`src/rtl/jtag_tap_rsp_if.sv`:
```
// JTAG link plus debug-bridge side-band bundle for the TAP responder.
//   master: JTAG initiator / bridge side (drives trstn, tms, tdi, dr_capture_i)
//   slave : TAP responder (drives tdo, tdo_en, tap_state, ir_o, dr_data_o,
//           dr_len_o, dr_valid_o)
interface jtag_tap_rsp_if #(
  parameter int unsigned IR_W = 4,
  parameter int unsigned DR_W = 64
);
  localparam int unsigned LEN_W = $clog2(DR_W) + 1;

  logic             trstn;
  logic             tms;
  logic             tdi;
  logic             tdo;
  logic             tdo_en;
  logic [3:0]       tap_state;
  logic [IR_W-1:0]  ir_o;
  logic [DR_W-1:0]  dr_capture_i;
  logic [DR_W-1:0]  dr_data_o;
  logic [LEN_W-1:0] dr_len_o;
  logic             dr_valid_o;

  modport master (
    output trstn, tms, tdi, dr_capture_i,
    input  tdo, tdo_en, tap_state, ir_o, dr_data_o, dr_len_o, dr_valid_o
  );

  modport slave (
    input  trstn, tms, tdi, dr_capture_i,
    output tdo, tdo_en, tap_state, ir_o, dr_data_o, dr_len_o, dr_valid_o
  );
endinterface

```
`src/rtl/jtag_tap_rsp.sv`:
```
// JTAG TAP responder: IEEE 1149.1 16-state controller, IR and three data
// registers (IDCODE, BYPASS, USER). USER hands shifted words and bit counts
// to the debug bridge and captures a bridge word for shift-out.
//   jtag_clk_i : TCK, all state updates on posedge
//   rst        : synchronous active-high reset, highest priority
//   jtag       : slave side of jtag_tap_rsp_if (TMS/TDI/TDO/TRSTn link,
//                debug tap_state/ir_o, USER capture/data/len/valid)
module jtag_tap_rsp #(
  parameter int unsigned IR_W       = 4,
  parameter int unsigned DR_W       = 64,
  parameter logic [31:0] IDCODE_VAL = 32'h1000_1DB3,
  parameter logic [IR_W-1:0] INS_IDCODE = 4'b0010,
  parameter logic [IR_W-1:0] INS_USER   = 4'b0100,
  parameter logic [IR_W-1:0] INS_BYPASS = 4'b1111
) (
  input  logic          jtag_clk_i,
  input  logic          rst,
  jtag_tap_rsp_if.slave jtag
);

  localparam int unsigned LEN_W = $clog2(DR_W) + 1;
  localparam int unsigned ID_W  = 32;

  typedef enum logic [3:0] {
    TLR    = 4'd0,
    RTI    = 4'd1,
    SEL_DR = 4'd2,
    CAP_DR = 4'd3,
    SH_DR  = 4'd4,
    EX1_DR = 4'd5,
    PA_DR  = 4'd6,
    EX2_DR = 4'd7,
    UPD_DR = 4'd8,
    SEL_IR = 4'd9,
    CAP_IR = 4'd10,
    SH_IR  = 4'd11,
    EX1_IR = 4'd12,
    PA_IR  = 4'd13,
    EX2_IR = 4'd14,
    UPD_IR = 4'd15
  } tap_state_t;

  tap_state_t       state_q;
  tap_state_t       state_nxt;
  logic [IR_W-1:0]  ir_sr;
  logic [IR_W-1:0]  ir_q;
  logic [ID_W-1:0]  id_sr;
  logic             bp_sr;
  logic [DR_W-1:0]  user_sr;
  logic [LEN_W-1:0] cnt_q;
  logic [DR_W-1:0]  data_q;
  logic [LEN_W-1:0] len_q;
  logic             valid_q;
  logic             tdo_c;
  logic             sel_id;
  logic             sel_user;
  logic             sel_bypass;

  // Standard 1149.1 next-state function.
  function automatic tap_state_t tap_next(input tap_state_t s, input logic m);
    tap_state_t n;
    n = TLR;
    case (s)
      TLR:     n = m ? TLR    : RTI;
      RTI:     n = m ? SEL_DR : RTI;
      SEL_DR:  n = m ? SEL_IR : CAP_DR;
      CAP_DR:  n = m ? EX1_DR : SH_DR;
      SH_DR:   n = m ? EX1_DR : SH_DR;
      EX1_DR:  n = m ? UPD_DR : PA_DR;
      PA_DR:   n = m ? EX2_DR : PA_DR;
      EX2_DR:  n = m ? UPD_DR : SH_DR;
      UPD_DR:  n = m ? SEL_DR : RTI;
      SEL_IR:  n = m ? TLR    : CAP_IR;
      CAP_IR:  n = m ? EX1_IR : SH_IR;
      SH_IR:   n = m ? EX1_IR : SH_IR;
      EX1_IR:  n = m ? UPD_IR : PA_IR;
      PA_IR:   n = m ? EX2_IR : PA_IR;
      EX2_IR:  n = m ? UPD_IR : SH_IR;
      UPD_IR:  n = m ? SEL_DR : RTI;
      default: n = TLR;
    endcase
    return n;
  endfunction

  assign state_nxt = tap_next(state_q, jtag.tms);

  // Data register select; undefined opcodes fall through to BYPASS.
  assign sel_id     = (ir_q == INS_IDCODE);
  assign sel_user   = (ir_q == INS_USER);
  assign sel_bypass = (ir_q == INS_BYPASS) || !(sel_id || sel_user);

  // TAP controller and all register updates.
  always_ff @(posedge jtag_clk_i) begin
    if (rst) begin
      state_q <= TLR;
      ir_q    <= INS_IDCODE;
      ir_sr   <= INS_IDCODE;
      id_sr   <= '0;
      bp_sr   <= 1'b0;
      user_sr <= '0;
      cnt_q   <= '0;
      data_q  <= '0;
      len_q   <= '0;
      valid_q <= 1'b0;
    end else if (!jtag.trstn) begin
      // TAP reset keeps the last word handed to the bridge.
      state_q <= TLR;
      ir_q    <= INS_IDCODE;
      ir_sr   <= INS_IDCODE;
      cnt_q   <= '0;
      valid_q <= 1'b0;
    end else begin
      state_q <= state_nxt;
      valid_q <= 1'b0;
      case (state_q)
        CAP_IR: ir_sr <= IR_W'(2'b01);
        SH_IR:  ir_sr <= {jtag.tdi, ir_sr[IR_W-1:1]};
        UPD_IR: ir_q  <= ir_sr;
        CAP_DR: begin
          if (sel_id) begin
            id_sr <= IDCODE_VAL;
          end else if (sel_user) begin
            user_sr <= jtag.dr_capture_i;
            cnt_q   <= '0;
          end else begin
            bp_sr <= 1'b0;
          end
        end
        SH_DR: begin
          if (sel_id) begin
            id_sr <= {jtag.tdi, id_sr[ID_W-1:1]};
          end else if (sel_user) begin
            user_sr <= {jtag.tdi, user_sr[DR_W-1:1]};
            if (cnt_q != LEN_W'(DR_W)) cnt_q <= cnt_q + LEN_W'(1);
          end else begin
            bp_sr <= jtag.tdi;
          end
        end
        UPD_DR: begin
          if (sel_user) begin
            data_q  <= user_sr;
            len_q   <= cnt_q;
            valid_q <= 1'b1;
          end
        end
        default: ;
      endcase
      // Any entry into TLR (including the 5x TMS=1 escape) restores IDCODE.
      if (state_nxt == TLR) begin
        ir_q  <= INS_IDCODE;
        ir_sr <= INS_IDCODE;
      end
    end
  end

  // TDO mirrors bit 0 of the register that the next posedge will shift.
  always_comb begin
    tdo_c = 1'b0;
    if (state_q == SH_IR) begin
      tdo_c = ir_sr[0];
    end else if (state_q == SH_DR) begin
      if (sel_id)          tdo_c = id_sr[0];
      else if (sel_user)   tdo_c = user_sr[0];
      else if (sel_bypass) tdo_c = bp_sr;
    end
  end

  assign jtag.tdo        = tdo_c;
  assign jtag.tdo_en     = (state_q == SH_IR) || (state_q == SH_DR);
  assign jtag.tap_state  = state_q;
  assign jtag.ir_o       = ir_q;
  assign jtag.dr_data_o  = data_q;
  assign jtag.dr_len_o   = len_q;
  assign jtag.dr_valid_o = valid_q;

endmodule
```
`src/flat_wrapper.sv`:
```
// flat-port wrapper written by rule: the top's interface ports become plain ports
module jtag_tap_rsp_flat 
#(
  parameter int unsigned IR_W       = 4,
  parameter int unsigned DR_W       = 64,
  parameter logic [31:0] IDCODE_VAL = 32'h1000_1DB3,
  parameter logic [IR_W-1:0] INS_IDCODE = 4'b0010,
  parameter logic [IR_W-1:0] INS_USER   = 4'b0100,
  parameter logic [IR_W-1:0] INS_BYPASS = 4'b1111
)
  (jtag_clk_i, rst, jtag_trstn, jtag_tms, jtag_tdi, jtag_dr_capture_i, jtag_tdo, jtag_tdo_en, jtag_tap_state, jtag_ir_o, jtag_dr_data_o, jtag_dr_len_o, jtag_dr_valid_o);
  jtag_tap_rsp_if #(.IR_W(IR_W), .DR_W(DR_W)) jtag_i ();
  input  logic jtag_clk_i;
  input  logic rst;
  input wire logic [$bits(jtag_i.trstn)-1:0] jtag_trstn;
  input wire logic [$bits(jtag_i.tms)-1:0] jtag_tms;
  input wire logic [$bits(jtag_i.tdi)-1:0] jtag_tdi;
  input wire logic [$bits(jtag_i.dr_capture_i)-1:0] jtag_dr_capture_i;
  output wire logic [$bits(jtag_i.tdo)-1:0] jtag_tdo;
  output wire logic [$bits(jtag_i.tdo_en)-1:0] jtag_tdo_en;
  output wire logic [$bits(jtag_i.tap_state)-1:0] jtag_tap_state;
  output wire logic [$bits(jtag_i.ir_o)-1:0] jtag_ir_o;
  output wire logic [$bits(jtag_i.dr_data_o)-1:0] jtag_dr_data_o;
  output wire logic [$bits(jtag_i.dr_len_o)-1:0] jtag_dr_len_o;
  output wire logic [$bits(jtag_i.dr_valid_o)-1:0] jtag_dr_valid_o;
  assign jtag_i.trstn = jtag_trstn;
  assign jtag_i.tms = jtag_tms;
  assign jtag_i.tdi = jtag_tdi;
  assign jtag_i.dr_capture_i = jtag_dr_capture_i;
  assign jtag_tdo = jtag_i.tdo;
  assign jtag_tdo_en = jtag_i.tdo_en;
  assign jtag_tap_state = jtag_i.tap_state;
  assign jtag_ir_o = jtag_i.ir_o;
  assign jtag_dr_data_o = jtag_i.dr_data_o;
  assign jtag_dr_len_o = jtag_i.dr_len_o;
  assign jtag_dr_valid_o = jtag_i.dr_valid_o;
  jtag_tap_rsp #(.IR_W(IR_W), .DR_W(DR_W), .IDCODE_VAL(IDCODE_VAL), .INS_IDCODE(INS_IDCODE), .INS_USER(INS_USER), .INS_BYPASS(INS_BYPASS)) u_core (.jtag_clk_i(jtag_clk_i), .rst(rst), .jtag(jtag_i));
endmodule
```
`config.mk`:
```
export PLATFORM = sky130hd
export DESIGN_NAME = jtag_tap_rsp_flat
export DESIGN_NICKNAME = d
export VERILOG_FILES = /design/src/rtl/jtag_tap_rsp_if.sv /design/src/rtl/jtag_tap_rsp.sv /design/src/flat_wrapper.sv
export SDC_FILE = /design/constraint.sdc
export NUM_CORES = 1
export LEC_CHECK = 0
export BUFFER_PORTS_ARGS = -buffer_cell sky130_fd_sc_hd__buf_2
export CAP_MARGIN = 10
export CELL_PAD_IN_SITES_DETAIL_PLACEMENT = 2
export CELL_PAD_IN_SITES_GLOBAL_PLACEMENT = 2
export CORE_UTILIZATION = 31
export CTS_CLUSTER_DIAMETER = 30
export DETAILED_ROUTE_END_ITERATION = 6
export HOLD_SLACK_MARGIN = 0.03
export PLACE_DENSITY = 0.82
export SLEW_MARGIN = 20
export SYNTH_ARGS = -nofsm -noshare
export SYNTH_HDL_FRONTEND = slang
export SYNTH_SLANG_ARGS = --single-unit
```
`constraint.sdc`:
```
create_clock -name jtag_clk_i -period 2.4 [get_ports jtag_clk_i]
set_input_delay 0.36 -clock jtag_clk_i [delete_from_list [all_inputs] [get_ports jtag_clk_i]]
set_output_delay 0.36 -clock jtag_clk_i [all_outputs]
set_load 0.05 [all_outputs]
```
==> results.toml <==
[logic_synthesis]
avgSynthCellArea_sq_um = 7.96
synthTopCellsByArea = "dfxtp_1, nand2_1, a21oi_1"
synth-compound-area-share = 0.182
yosys_warnings = 0
netlist_instances = 952
synthAdderAreaFrac = 0.00330
synthMuxAreaShare = 0.00661
synth_seq_cells = 188
async_flop_share = 0
synthesis.area_sq_mm = 0.00758
synthSimpleGateAreaFrac = 0.253
synth_xor_xnor_area_share = 0.00462
ys.flop_type = "dfxtp_1"
yosysTopAreaCellShare = 0.497
synth_largest_area_cell = "dfxtp_1"
synth_edf_count = 0
synthesis.nets = 1023
synthTopCellsByCount = "nand2_1, dfxtp_1, a21oi_1, nor2_1, a311oi_1"
synth_top_family_by_area = "simple AND/OR/NAND/NOR gates"
synth.most_common_cell = "nand2_1"
synth_seq_area_share = 0.497
yosysUniqueCellTypes = 52

[drt]
routed_via_density = 5.08
ant_nets = 0
firstDrtPassIters = 4
post_drt_wl_per_cell_um = 16.8
drc = 0
routed_wl_um = 23500
vias = 7102
drtIter0Drc = 273

[worst_setup_path]
critPathKind = "reg2out"
required_ns = 2.04
worstSetupEndpointType = "output port"
r2r_slack_ns = 0.20
arrival_ns = 1.95
startpoint_type = "register"
path_max_fanout = 5

[clocking]
clock_sinks = 188
cts_tree = "done"
clkLatencyLatePin_ns = 0.44
postCtsHoldBufs = 0
cts.path.max_buffers = 2
htree_num_levels = 4
cts.clk_slew.worst_paths_ns = 0.08
root_buffer = "clkbuf_16"
cts_made_buffers = 17
post_cts_buffers = 0

[global_routing]
grt_remaining_overflow = 0
grt_first_pass_wirelength_um = 38200
track_usage = 0.194
antenna_found_initial = 1
grt_max_degree = 166
grt_pass1_vias = 7370

[sta]
period_minus_slack_ns = 2.31
setup_tns_ns = 0
tightest_slew_ns = 0.906
rsz0062_at_grt = "false"
slew_headroom = 0.396
fin_skew_ns = 0.0130
period_share = 0.964
fmax_mhz = 432
finalSetupViolCount = 0
slew_viol_final = 0
hold_violations = 0

[layout]
nFillCells = 2728
final_cell_area_sq_mm = 0.00928
area_growth_pct = 22.4
drive_above_1_share = 0.219
nNetsFinal = 1136

[floorplan]
coreArea_sq_mm = 0.0238
die-area_sq_mm = 0.0251
io_pins = 151
die_height_um = 158
die_w_um = 158
rows = 56
start_util = 0.319

[placed_design]
gp_congestion = 0.758
placed_area_sq_mm = 0.00867
dp_hpwl_um = 15200
numPortBuffers = 150

[power_and_ir_drop]
p_leak_nw = 3.43
ir_drop_mv = 0.354
power.total_w = 0.00611
powerDensity_mw_per_mm2 = 659

[hold_path]
hold_class = "in2reg"

[flow_run]
maxCapViolations = 0

[outcome]
status = "complete, no violations"
==> cells in the final DEF (no fill, tap or decap), drive strengths merged, types with 5 or more instances in the layout <==
master	count
a21oi	103
a311oi	64
buf	176
clkbuf	18
clkinv	6
dfxtp	188
inv	13
mux2i	5
nand2	303
nand3	30
nor2	85
nor3	22
o21ai	10
==> final timing paths <==
kind,from,end,cells after the start
max,u_core.jtag.ir_o[0]$_SDFFE_PP0N_,jtag_tdo,6
min,rst,u_core.jtag.dr_len_o[1]$_SDFFE_PP0P_,2
max reg2reg,u_core.jtag.tap_state[1]$_SDFF_PP0_,u_core.user_sr[12]$_SDFFE_PP0P_,6
min reg2reg,u_core.jtag.dr_data_o[19]$_SDFFE_PP0P_,u_core.jtag.dr_data_o[19]$_SDFFE_PP0P_,2
==> per-layer routing <==
layer | wire length [um] | GRT usage | up-vias
met3 | 649 | 0.0308 | 23
li1 | - | - | 3474
met4 | 263 | 0.0549 | 0
met1 | 11100 | 0.252 | 3496
met2 | 11500 | 0.333 | 109
met5 | 0 | 0 | -
==> cell families after synthesis <==
| logic type | count (synthesis) |
|---|---|
| AND/OR/NAND/NOR | 466 |
| AO/OA/AOI/OAI | 199 |
| flip-flops | 188 |
| buffers and inverters | 88 |
| multiplexers | 5 |
| XOR/XNOR | 4 |
| adder cells (fa/ha/maj) | 2 |
==> registers in the layout (all words and copies together), names as in the netlist <==
| signal | flops |
|---|---|
| u_core.ir_sr | 4 |
| u_core.jtag.tap_state | 4 |
| u_core.jtag.dr_valid_o | 1 |
| u_core.cnt_q | 7 |
| u_core.jtag.dr_data_o | 64 |
| u_core.id_sr | 32 |
| u_core.user_sr | 64 |
| u_core.jtag.dr_len_o | 7 |
| u_core.jtag.ir_o | 4 |
| u_core.bp_sr | 1 |
==> where the power goes <==
part           switching [W]  leakage [nW]  total [W]  internal (W)
Sequential        0.00000302          1.52    0.00312       0.00312
Combinational       0.000139          1.64   0.000211     0.0000725
Clock                0.00138         0.279    0.00278       0.00140
==> critical path, stage by stage (launching register included) <==
cell and delay [ns]:
dfxtp_2 0.35, or4b_4 0.59, buf_6 0.16, nand2_1 0.05
nor2_1 0.06, o21ai_4 0.14, buf_6 0.17
==> per-stage QoR <==
stage | hold slack (ns) | util | std cells | setup slack (ns)
after CTS | 0.101 | 0.390 | 1397 | 0.0212
after global routing | 0.110 | 0.390 | 1397 | 0.00205
after floorplan | 0.432 | - | 952 | 0.0223
after global placement | 0.437 | 0.365 | 1365 | 0.305
final | 0.126 | 0.391 | 1398 | 0.0853
after detailed placement | 0.446 | 0.365 | 1365 | 0.225
==> repair_timing <==
item | CTS | global route
pin swaps | 0 | 1
endpoints found under the setup margin | 1 | 1
resized for setup | 8 | 3
==> final cells by class <==
class                      instances  area (sq um)  share of cell area
multi-input combinational        676          3460               0.373
antenna                            1          2.50            0.000270
timing repair buffer             176          1050               0.113
clock buffer                      18           439              0.0473
clock inverter                    14           130              0.0140
sequential                       188          3770               0.406
inverter                           6          22.5             0.00243
tap                              319           399              0.0430
Note: power is estimated with default switching activity, not from simulation.
